**src/rtl/can_tx_msg_queue.sv**
```systemverilog
// CAN transmit message queue: byte-serial frame loader feeding a DEPTH-entry
// frame FIFO whose head is presented in parallel to the frame generator.
module can_tx_msg_queue #(
    parameter int DATA_W   = 8,
    parameter int MAX_DATA = 8,
    parameter int DEPTH    = 4
) (
    input  logic                             clk,
    input  logic                             reset,
    input  logic [DATA_W-1:0]                data_in,
    input  logic                             tx_buff_ld,
    input  logic                             ld_abort,
    input  logic                             frame_gen_intl,
    output logic                             tx_buff_busy,
    output logic                             frame_valid,
    output logic [(2+MAX_DATA)*DATA_W-1:0]   frame_out,
    output logic                             rtr,
    output logic [3:0]                       dlc,
    output logic [$clog2(DEPTH):0]           msg_count,
    output logic                             load_err
);

    localparam int FRAME_W = (2 + MAX_DATA) * DATA_W;
    localparam int PTR_W   = $clog2(DEPTH);
    localparam int CNT_W   = PTR_W + 1;
    localparam int BC_W    = $clog2(MAX_DATA + 2);

    typedef enum logic [1:0] {
        Q_EMPTY,
        Q_PARTIAL,
        Q_FULL
    } q_state_t;

    q_state_t               r_qState;
    q_state_t               w_qNext;

    logic [FRAME_W-1:0]     r_mem [DEPTH];
    logic [FRAME_W-1:0]     r_stage;
    logic [BC_W-1:0]        r_bc;
    logic [BC_W-1:0]        r_last;
    logic [PTR_W-1:0]       r_wrPtr;
    logic [PTR_W-1:0]       r_rdPtr;
    logic [CNT_W-1:0]       r_count;
    logic                   r_loadErr;

    logic [FRAME_W-1:0]     w_frame;
    logic [BC_W-1:0]        w_decLast;
    logic [BC_W-1:0]        w_lastIdx;
    logic [CNT_W-1:0]       w_countNext;
    logic                   w_accept;
    logic                   w_refuse;
    logic                   w_commit;
    logic                   w_pop;

    assign w_accept = tx_buff_ld && !ld_abort && !tx_buff_busy;
    assign w_refuse = tx_buff_ld && !ld_abort && tx_buff_busy;
    assign w_pop    = frame_gen_intl && frame_valid;

    // Index of the last byte, decoded from header byte 1 (RTR at bit 4, DLC at 3:0).
    always_comb begin
        w_decLast = BC_W'(1);
        if (data_in[4]) begin
            w_decLast = BC_W'(1);
        end else if (int'(data_in[3:0]) > MAX_DATA) begin
            w_decLast = BC_W'(MAX_DATA + 1);
        end else begin
            w_decLast = BC_W'(data_in[3:0]) + BC_W'(1);
        end
    end

    assign w_lastIdx = (r_bc == BC_W'(1)) ? w_decLast : r_last;
    assign w_commit  = w_accept && (r_bc != '0) && (r_bc == w_lastIdx);

    // Staging contents with the byte being accepted this cycle merged in.
    always_comb begin
        w_frame = r_stage;
        w_frame[int'(r_bc)*DATA_W +: DATA_W] = data_in;
    end

    always_comb begin
        w_countNext = r_count;
        case ({w_commit, w_pop})
            2'b10:   w_countNext = r_count + CNT_W'(1);
            2'b01:   w_countNext = r_count - CNT_W'(1);
            default: w_countNext = r_count;
        endcase
    end

    always_ff @(posedge clk or negedge reset) begin
        if (!reset) begin
            r_stage   <= '0;
            r_bc      <= '0;
            r_last    <= '0;
            r_wrPtr   <= '0;
            r_rdPtr   <= '0;
            r_count   <= '0;
            r_loadErr <= 1'b0;
            for (int i = 0; i < DEPTH; i++) begin
                r_mem[i] <= '0;
            end
        end else begin
            r_loadErr <= w_refuse;
            r_count   <= w_countNext;
            if (w_commit) begin
                r_mem[r_wrPtr] <= w_frame;
                r_wrPtr        <= r_wrPtr + PTR_W'(1);
            end
            if (w_pop) begin
                r_rdPtr <= r_rdPtr + PTR_W'(1);
            end
            // Staging is zero-filled on commit/abort so unloaded data bytes read as zero.
            if (ld_abort || w_commit) begin
                r_bc    <= '0;
                r_stage <= '0;
            end else if (w_accept) begin
                r_bc    <= r_bc + BC_W'(1);
                r_stage <= w_frame;
                if (r_bc == BC_W'(1)) begin
                    r_last <= w_decLast;
                end
            end
        end
    end

    always_ff @(posedge clk or negedge reset) begin
        if (!reset) begin
            r_qState <= Q_EMPTY;
        end else begin
            r_qState <= w_qNext;
        end
    end

    always_comb begin
        w_qNext      = Q_PARTIAL;
        tx_buff_busy = 1'b0;
        frame_valid  = 1'b0;
        if (w_countNext == '0) begin
            w_qNext = Q_EMPTY;
        end else if (w_countNext == CNT_W'(DEPTH)) begin
            w_qNext = Q_FULL;
        end
        if (r_qState == Q_FULL) begin
            tx_buff_busy = 1'b1;
        end
        if (r_qState != Q_EMPTY) begin
            frame_valid = 1'b1;
        end
    end

    assign frame_out = frame_valid ? r_mem[r_rdPtr] : '0;
    assign rtr       = frame_out[DATA_W + 4];
    assign dlc       = frame_out[DATA_W +: 4];
    assign msg_count = r_count;
    assign load_err  = r_loadErr;

endmodule

```
**config.mk**
```make
export PLATFORM = sky130hd
export DESIGN_NAME = can_tx_msg_queue
export DESIGN_NICKNAME = d
export VERILOG_FILES = /design/src/rtl/can_tx_msg_queue.sv
export SDC_FILE = /design/constraint.sdc
export NUM_CORES = 1
export LEC_CHECK = 0
export CORE_AREA = 2 2 194 196
export CTS_CLUSTER_DIAMETER = 120
export DETAILED_ROUTE_END_ITERATION = 12
export DIE_AREA = 0 0 196 198
export GPL_TIMING_DRIVEN = 1
export PLACE_DENSITY_LB_ADDON = 0.1
export SYNTH_ARGS = -nofsm -noshare
export SYNTH_HDL_FRONTEND = slang
export SYNTH_SLANG_ARGS = --single-unit
```
**constraint.sdc**
```tcl
create_clock -name clk -period 3.3 [get_ports clk]
set_input_delay 0.825 -clock clk [delete_from_list [all_inputs] [get_ports clk]]
set_output_delay 0.825 -clock clk [all_outputs]
set_load 0.05 [all_outputs]
```
======== Word-level counts from Yosys, hierarchy flattened ========
Index checks and enable logic that the tools add are counted.
W data, S select, Z words.
operators by class
  bitwise gates (word level) .............. 3
  multiplexer cells ....................... 20
  equality and inequality tests ........... 6
  reduce and logical (&&, ||, !) cells .... 15
  $lt $le $gt $ge ......................... 4
  shift-type cells ........................ 2
  $add $sub $neg .......................... 7
operators by type and width
  kind                       number
  $mux W80                   6
  $bwmux W320                1
  $bmux W80 S2               1
  $demux W80 S2              1
  $bwmux W80                 1
  $shift A8 B33 Y80 const A  1
  $shiftx A8 B33 Y80         1
  $neg A7 Y33                1
  $mux W4                    5
  $add A4 B1 Y4 const B      2
  $logic_and A1 B1 Y1        7
  $ge A3 B3 Y1 const B       2
  $not A2 Y3                 2
  $pmux W3 S2                1
  $add A2 B1 Y2 const B      2
  $eq A2 B2 Y1 const B       2
  $eq A4 B1 Y1 const B       1
  $eq A4 B4 Y1               1
  $gt A4 B4 Y1 const B       1
  $mux W2                    2
  $reduce_bool A2 Y1         2
  $reduce_bool A4 Y1         1
  $add A3 B1 Y3 const B      1
  $eq A3 B3 Y1 const B       1
  other kinds (9)            11
word-level totals
  word-level logic and storage cells ...... 69
  output and inout port bits .............. 91
  flip-flop bits (word level) ............. 418

======== Logic depth before layout (Yosys ltp) ========
Gate-level depths: netlist (run 1).
  word-level depth ........................ 11
  gate-level depth with buffers ........... 17
  depth with buffers taken out ............ 15

======== Worst setup path after synthesis (run 1) ========
Ideal clock, no wire load.
  path type ............................... input -> register
  start ................................... in data_in[0]
  end ..................................... reg r_qState[1]
  setup time .............................. 0.118 ns
  cell stages on the path ................. 14
  arrival ................................. 3.557 ns
  path slack .............................. -0.375 ns
  path through ............................ inv_1 > ha_1 > nand2b_1 > a31oi_1 > o31ai_1 > a211oi_2 > and2_1 > inv_1 > ha_1 > inv_1 > fa_1 > o21ai_0 > or2_2 > nor2b_1
between the ends
  cells in the longest elaborated chain, start to end .. 11
RTL lines
  item                                           RTL line  text
  start: declaration                             10        input logic [DATA_W-1:0] data_in,
  $add A4 B1 Y4 or $gt A4 B4 Y1 (tied branches)  67, 64
  $mux W4 (*)                                    64        end else if (int'(data_in[3:0]) > MAX_DATA) begin
  $mux W4 (*)                                    62        if (data_in[4]) begin
  $mux W4 (*)                                    -
  $eq A4 B4 Y1 (*)                               72        assign w_commit = w_accept && (r_bc != '0) && (r_bc == w_lastIdx);
  $logic_and A1 B1 Y1 (*)                        72
  $eq A2 B1 Y1 or $eq A2 B2 Y1 (tied branches)   82        case ({w_commit, w_pop})
  $pmux W3 S2 (*)                                82
  net w_countNext[1]                             49        logic [CNT_W-1:0] w_countNext;
  $eq A3 B3 Y1                                   139       end else if (w_countNext == CNT_W'(DEPTH)) begin
  $mux W2                                        139
  $mux W2 (*)                                    137       if (w_countNext == '0) begin
  net w_qNext[1]                                 35        q_state_t w_qNext;
  end signal: assignment                         129       r_qState <= w_qNext;
  end: declaration                               34        q_state_t r_qState;
Mark *: on every way through the listed nets, which the timed path passes. The rest lies on a longest branch.
A chain may end at the register's enable or synchronous reset.

======== Final worst setup path (run 1) ========
  start ................................... in data_in[1]
  end ..................................... reg r_qState[1]
Same word-level chain as after synthesis.

==> results of run 1 <==
[cell usage in the layout (no fill, tap or decap), types with 7 or more instances in the layout]
cell | netlist | layout
a22o_1 | 83 | 83
and2_1 | 87 | 86
buf_12 | 0 | 27
buf_4 | 5 | 149
clkbuf_1 | 41 | 7
clkbuf_16 | 0 | 45
clkbuf_8 | 0 | 8
clkdlybuf4s50_1 | 0 | 15
clkinv_2 | 0 | 13
dfrtp_1 | 418 | 416
ha_1 | 11 | 8
inv_1 | 23 | 19
mux2_1 | 186 | 186
mux2_2 | 189 | 189
mux2_4 | 9 | 9
mux4_2 | 80 | 80
nand2_1 | 21 | 21
nand3_1 | 10 | 10
nor2_1 | 8 | 7
nor3_1 | 9 | 9
o21ai_0 | 26 | 25
[report_power, final]
| group | leakage, uW | total (uW) | switching, uW | internal (uW) |
|---|---|---|---|---|
| Sequential | 0.00581 | 5350 | 101 | 5250 |
| Combinational | 0.00500 | 2590 | 1530 | 1050 |
| Clock | 0.000727 | 4950 | 2020 | 2930 |
| Total | 0.0115 | 12900 | 3660 | 9230 |
[synthesized netlist by cell type (all sizes together), types with 4 or more instances]
cell type	instances	share of area, %
nand2b	8	0.26
o21ai	26	0.66
nor4	6	0.27
clkbuf	41	0.79
xnor2	6	0.27
nand2	21	0.40
inv	23	0.44
mux2	384	22
buf	56	2.5
xor2	4	0.18
and2	87	2.8
nor2	8	0.15
nor3	9	0.23
a21oi	4	0.10
nand3	14	0.61
mux4	80	9.2
a22o	83	3.7
dfrtp	418	53
ha	11	0.70
[layout make-up]
type / instances / share of cell area [%]
sequential: 418 / 45.5
multi-input combinational: 778 / 37.2
timing repair buffer: 194 / 8.01
clock buffer: 60 / 5.49
tap: 474 / 2.58
clock inverter: 21 / 0.853
inverter: 23 / 0.397
[routing by layer]
layer | vias to the layer above | wire, um | share of wire, % | GRT usage (%)
met3 | 49 | 1720 | 3.8 | 3.24
li1 | 5111 | - | - | -
met4 | 0 | 635 | 1.4 | 4.66
met5 | - | 0 | 0 | 0
met1 | 6250 | 21100 | 47 | 34.9
met2 | 230 | 21500 | 48 | 39.2
[stage by stage]
step | total power [uW] | std cells | setup WS, ps | setup TNS, ps | instance area [um^2]
floorplan | 6990 | 1316 | -15.9 | -15.9 | 19700
global placement | 7950 | 1881 | -451 | -48270 | 21400
detailed placement | 7970 | 1881 | -577 | -59950 | 21400
CTS | 13000 | 1967 | 39.3 | 0 | 23000
global route | 13400 | 1968 | -35.0 | -35.0 | 23000
finish | 12900 | 1968 | 114 | 0 | 23000
[cells by family after synthesis]
| family | synth area share (%) |
|---|---|
| AO/OA/AOI/OAI | 4.89 |
| XOR/XNOR | 0.447 |
| adder cells (fa/ha/maj) | 0.804 |
| buffers and inverters | 3.72 |
| flip-flops | 53.4 |
| multiplexers | 31.5 |
| AND/OR/NAND/NOR | 5.23 |
[sequential cells by signal, indices dropped and copies added (netlist names)]
name and count:
r_rdPtr 2, r_qState 2, r_stage 80, load_err 1, r_bc 4, msg_count 3, r_mem 320, r_wrPtr 2
r_last 4
[timing repair]
item	4_1_cts	5_1_grt
pin swaps	0	6
hold buffers	0	0
gates resized for setup	1	9
setup buffers	5	1
setup endpoints to repair	17	2
[path summary, 6_finish.rpt]
path / startpoint / endpoint / slack, ps
setup / recovery: data_in[1] / r_qState[1] / 110
hold / removal: reset / r_mem[316] / 280
setup reg to reg: r_bc[2] / r_qState[1] / 210
hold reg to reg: r_mem[229] / r_mem[229] / 490
max in group asynchronous: reset / r_mem[176] / 2090
min in group clk: r_mem[229] / r_mem[229] / 490
[worst max-delay path, cell delays in order]
cell	delay, ps
clkdlybuf4s50_1	410
buf_6	150
inv_4	60
ha_4	140
nand2b_4	110
a31oi_2	120
o31ai_4	270
a211oi_4	90
and2_4	150
inv_2	60
ha_4	130
inv_2	30
fa_1	390
xor2_1	150
nor2_1	160
xor2_1	220
nor2b_2	170
==> flow_summary.json, run 1 <==
{
  "cts_tree": "done",
  "setup_viol_count_final": 0,
  "required_ps": 3770,
  "initial_core_util_pct": 53.0,
  "grt_overflow": 0,
  "ys_async_sr_fraction_pct": 100,
  "multi_input_area_um2": 8560,
  "rr_worst_depth": 13,
  "grt_start_max_net_pins": 84,
  "finalWirelength_um": 45000,
  "synth_edf_count": 0,
  "hpwlAfterDp_um": 28700,
  "slew_violations": 0,
  "drive_gt1_share_pct": 37.7,
  "viasPerCell": 5.91,
  "relSlewSlack_pct": 36.4,
  "syn_inst": 1316,
  "p_leak_uw": 0.0115,
  "grt_pass1_vias": 12158,
  "fillers": 2809,
  "end_kind": "register",
  "powerDensity_nw_per_um2": 560,
  "hp-class": "in -> async",
  "crit_path_start_kind": "primary input",
  "finalCritPeriodShare_pct": 96.6,
  "fmax_ghz": 0.314,
  "drtPass1Iterations": 4,
  "yosys_warnings": 0,
  "vias": 11640,
  "wl_per_cell_um": 22.9,
  "final_util_pct": 62.3,
  "die_area_um2": 38800,
  "synthFlopType": "dfrtp_1",
  "synth_cell_types": 46,
  "antenna_found_initial": 1,
  "status": "completed",
  "syn_area_um2": 19600,
  "ff_latch_area_um2": 10500,
  "crit_type": "in -> reg",
  "clock-sinks": 418,
  "arrival_ps": 3650,
  "rows": 71,
  "cts_max_level": 2,
  "seq_area_frac_synth_pct": 53.4,
  "final-hold-violation-count": 0,
  "cts_max_path_buffers": 3,
  "numCtsBuffers": 45,
  "clk_latency_ps": 540,
  "tightest_slew_ps": 951,
  "cap_viol_max_count": 0,
  "postRouteAntennaNets": 0,
  "core-area_um2": 37000,
  "cts-root-buf": "clkbuf_16",
  "peakVddDrop_mv": 0.451,
  "antenna_cells": 0,
  "die_h_um": 198,
  "period_needed_ps": 3190,
  "synth_area_per_cell_um2": 14.9,
  "grt_use_total_pct": 24.0,
  "cp_max_fo": 5,
  "ys_ff_latch": 418,
  "drtIter0Drc": 576,
  "die_w_um": 196,
  "place.gp.congestion": 0.826,
  "port_buffers": 103,
  "synthToLayoutAreaGrowth_pct": 17.4,
  "layout.nets": 1485,
  "skew_ps": 12.2,
  "cts.clk_slew.worst_paths_ps": 60,
  "holdWs_ps": 277,
  "drc_errors": 0,
  "syn_nets": 1341,
  "io_pins": 104,
  "grt_pass1_wl_um": 72100
}
(Power assumes the default switching activity.)
==> run 2, diff against run 1 <==
--- a/config.mk
+++ b/config.mk
@@ -11,6 +11,7 @@
 export DIE_AREA = 0 0 196 198
 export GPL_TIMING_DRIVEN = 1
 export PLACE_DENSITY_LB_ADDON = 0.1
+export REMOVE_ABC_BUFFERS = 1
 export SYNTH_ARGS = -nofsm -noshare
 export SYNTH_HDL_FRONTEND = slang
 export SYNTH_SLANG_ARGS = --single-unit
==> run 2 against run 1 <==
  * Sequential cell count unchanged
  * Clock skew is 12 ps higher
  * Combinational power decreased by 7%
  * Sequential power grew 2%
  * Critical path type unchanged
  * Clock power up 11%
  * Die area unchanged
  * Register-to-register slack got worse by 30 ps
==> flow_summary.json, run 2 (synthesis gave the netlist of run 1 again) <==
{
  "place.gp.congestion": 0.851,
  "arrival_ps": 3660,
  "peakVddDrop_mv": 0.437,
  "cts_max_level": 2,
  "rsz0062_at_grt": "false",
  "fmax_ghz": 0.313,
  "wl_per_cell_um": 22.6,
  "grt_pass1_wl_um": 71500,
  "drive_gt1_share_pct": 36.9,
  "slew_violations": 0,
  "cts.clk_slew.worst_paths_ps": 60,
  "required_ps": 3770,
  "final_common_cell": "dfrtp_1",
  "clock-sinks": 418,
  "holdWs_ps": 209,
  "grt_start_max_net_pins": 80,
  "status": "completed",
  "pwr-share-comb_pct": 18.0,
  "ctsHoldBuffers": 0,
  "powerDensity_nw_per_um2": 579,
  "p_leak_uw": 0.0116,
  "crit_type": "in -> reg",
  "reg.largest.list": "r_mem: 320 flops, r_stage: 80 flops",
  "finalWirelength_um": 44400,
  "layout.cells.non_filler": 1969,
  "finalCritPeriodShare_pct": 96.7,
  "core-area_um2": 37000,
  "antenna_found_initial": 0,
  "hp-class": "in -> async",
  "cts_max_path_buffers": 3,
  "hpwlAfterDp_um": 28200,
  "largest_reg_flops": 320,
  "vias": 11634,
  "drtPass1Iterations": 5,
  "antenna_cells": 0,
  "grt_overflow": 0,
  "layout.nets": 1486,
  "relSlewSlack_pct": 29.8,
  "skew_ps": 24.6,
  "cp_max_fo": 3,
  "critPathTopFamily": "simple AND/OR/NAND/NOR gates",
  "final-hold-violation-count": 0,
  "io_pins": 104,
  "fin_tns_setup_ps": 0,
  "die_w_um": 196,
  "initial_core_util_pct": 53.0,
  "crit_path_start_kind": "primary input",
  "cp_cell_sequence": "clkdlybuf4s50_1 -> buf_4 -> a31oi_1 -> or2_2 -> a221oi_1 -> a211oi_2 -> and2_1 -> inv_1 -> ha_1 -> inv_1 -> fa_1 -> o21ai_0 -> or2_2 -> nor2b_2",
  "postRouteAntennaNets": 0,
  "period_needed_ps": 3190,
  "tightest_slew_ps": 1050,
  "drtIter0Drc": 711,
  "power_switching_uw": 3640,
  "die_area_um2": 38800,
  "most-common-layout-cells": "dfrtp_1, mux2_2, mux2_1, buf_4, and2_1",
  "cts_tree": "done",
  "intPower_uw": 9710,
  "numPlacedInstances": 1881,
  "path_buf_inv": 4,
  "port_buffers": 103,
  "clk_latency_ps": 560,
  "seqPwrFrac_pct": 40.7,
  "switching_share_pct": 27.3,
  "synthToLayoutAreaGrowth_pct": 17.7,
  "largest_register": "r_mem",
  "grt_pass1_vias": 12260,
  "max_stage_delay_ps": 470,
  "drc_errors": 0,
  "viasPerCell": 5.91,
  "cts-root-buf": "clkbuf_16",
  "numCtsBuffers": 45,
  "cp_slowest_cell": "fa_1",
  "grt_use_total_pct": 23.8,
  "rows": 71,
  "cap_viol_max_count": 0,
  "die_h_um": 198,
  "end_kind": "register",
  "setup_viol_count_final": 0,
  "clkPwrFrac_pct": 41.3
}
-- run 2: power by group through the flow --
| stage | sequential [uW] | clock, uW | combinational [uW] |
|---|---|---|---|
| final | 5440 | 5510 | 2400 |
| after floorplan | 5810 | 0 | 1070 |
| after global routing | 5460 | 5840 | 2610 |
| after detailed placement | 5550 | 0 | 2340 |
| after CTS | 5460 | 5620 | 2370 |
| after global placement | 5540 | 0 | 2320 |
-- run 2: final cells by class --
type | instances | area, um^2
clock buffers | 67 | 1390
clock inverters | 14 | 254
fillers | 2810 | 13900
inverters | 23 | 86.3
multi-input cells | 778 | 8450
flip-flops and latches | 418 | 10500
well taps | 474 | 593
repair buffers | 195 | 1820
-- run 2: final timing paths --
| kind | from | endpoint | slack, ps | cells after the start |
|---|---|---|---|---|
| setup reg to reg | r_bc[0] | r_qState[1] | 180 | 13 |
| max in group asynchronous | reset | r_mem[111] | 2090 | 2 |
| hold / removal | reset | r_mem[160] | 210 | 1 |
| hold reg to reg | r_mem[95] | r_mem[95] | 490 | 1 |
| setup / recovery | data_in[3] | r_qState[1] | 110 | 14 |
| min in group clk | r_mem[95] | r_mem[95] | 490 | 1 |
-- run 2: worst reg2reg max path: cells and delay by family, from the launching register on --
| family | cells | cell delay (ps) |
|---|---|---|
| AND/OR/NAND/NOR | 5 | 1190 |
| adder cells (fa/ha/maj) | 3 | 820 |
| AO/OA/AOI/OAI | 2 | 300 |
| buffers and inverters | 3 | 280 |
| flip-flops | 1 | 460 |
-- run 2: stage by stage --
stage,setup slack [ps],power [uW],instance area (um^2),util (%)
6_report,110,13400,23100,62.4
5_1_grt,4.20,13900,23100,62.4
4_1_cts,6.22,13400,23000,62.2
3_5_place_dp,-593,7880,21300,57.7
3_3_place_gp,-522,7870,21300,57.7
2_1_floorplan,-2110,6880,19000,-
-- run 2: per-layer routing --
| metal | vias to the layer above | part of all wire (%) | GRT usage, % |
|---|---|---|---|
| li1 | 5135 | - | - |
| met1 | 6215 | 47 | 35.1 |
| met2 | 221 | 47 | 37.6 |
| met3 | 63 | 3.9 | 3.42 |
| met4 | 0 | 2.1 | 6.17 |
| met5 | - | 0 | 0 |
-- run 2: repair_timing --
action                     4_1_cts  5_1_grt
pin swaps                        2        6
resized for setup                4        7
setup buffers                    1        6
setup endpoints to repair       19       28
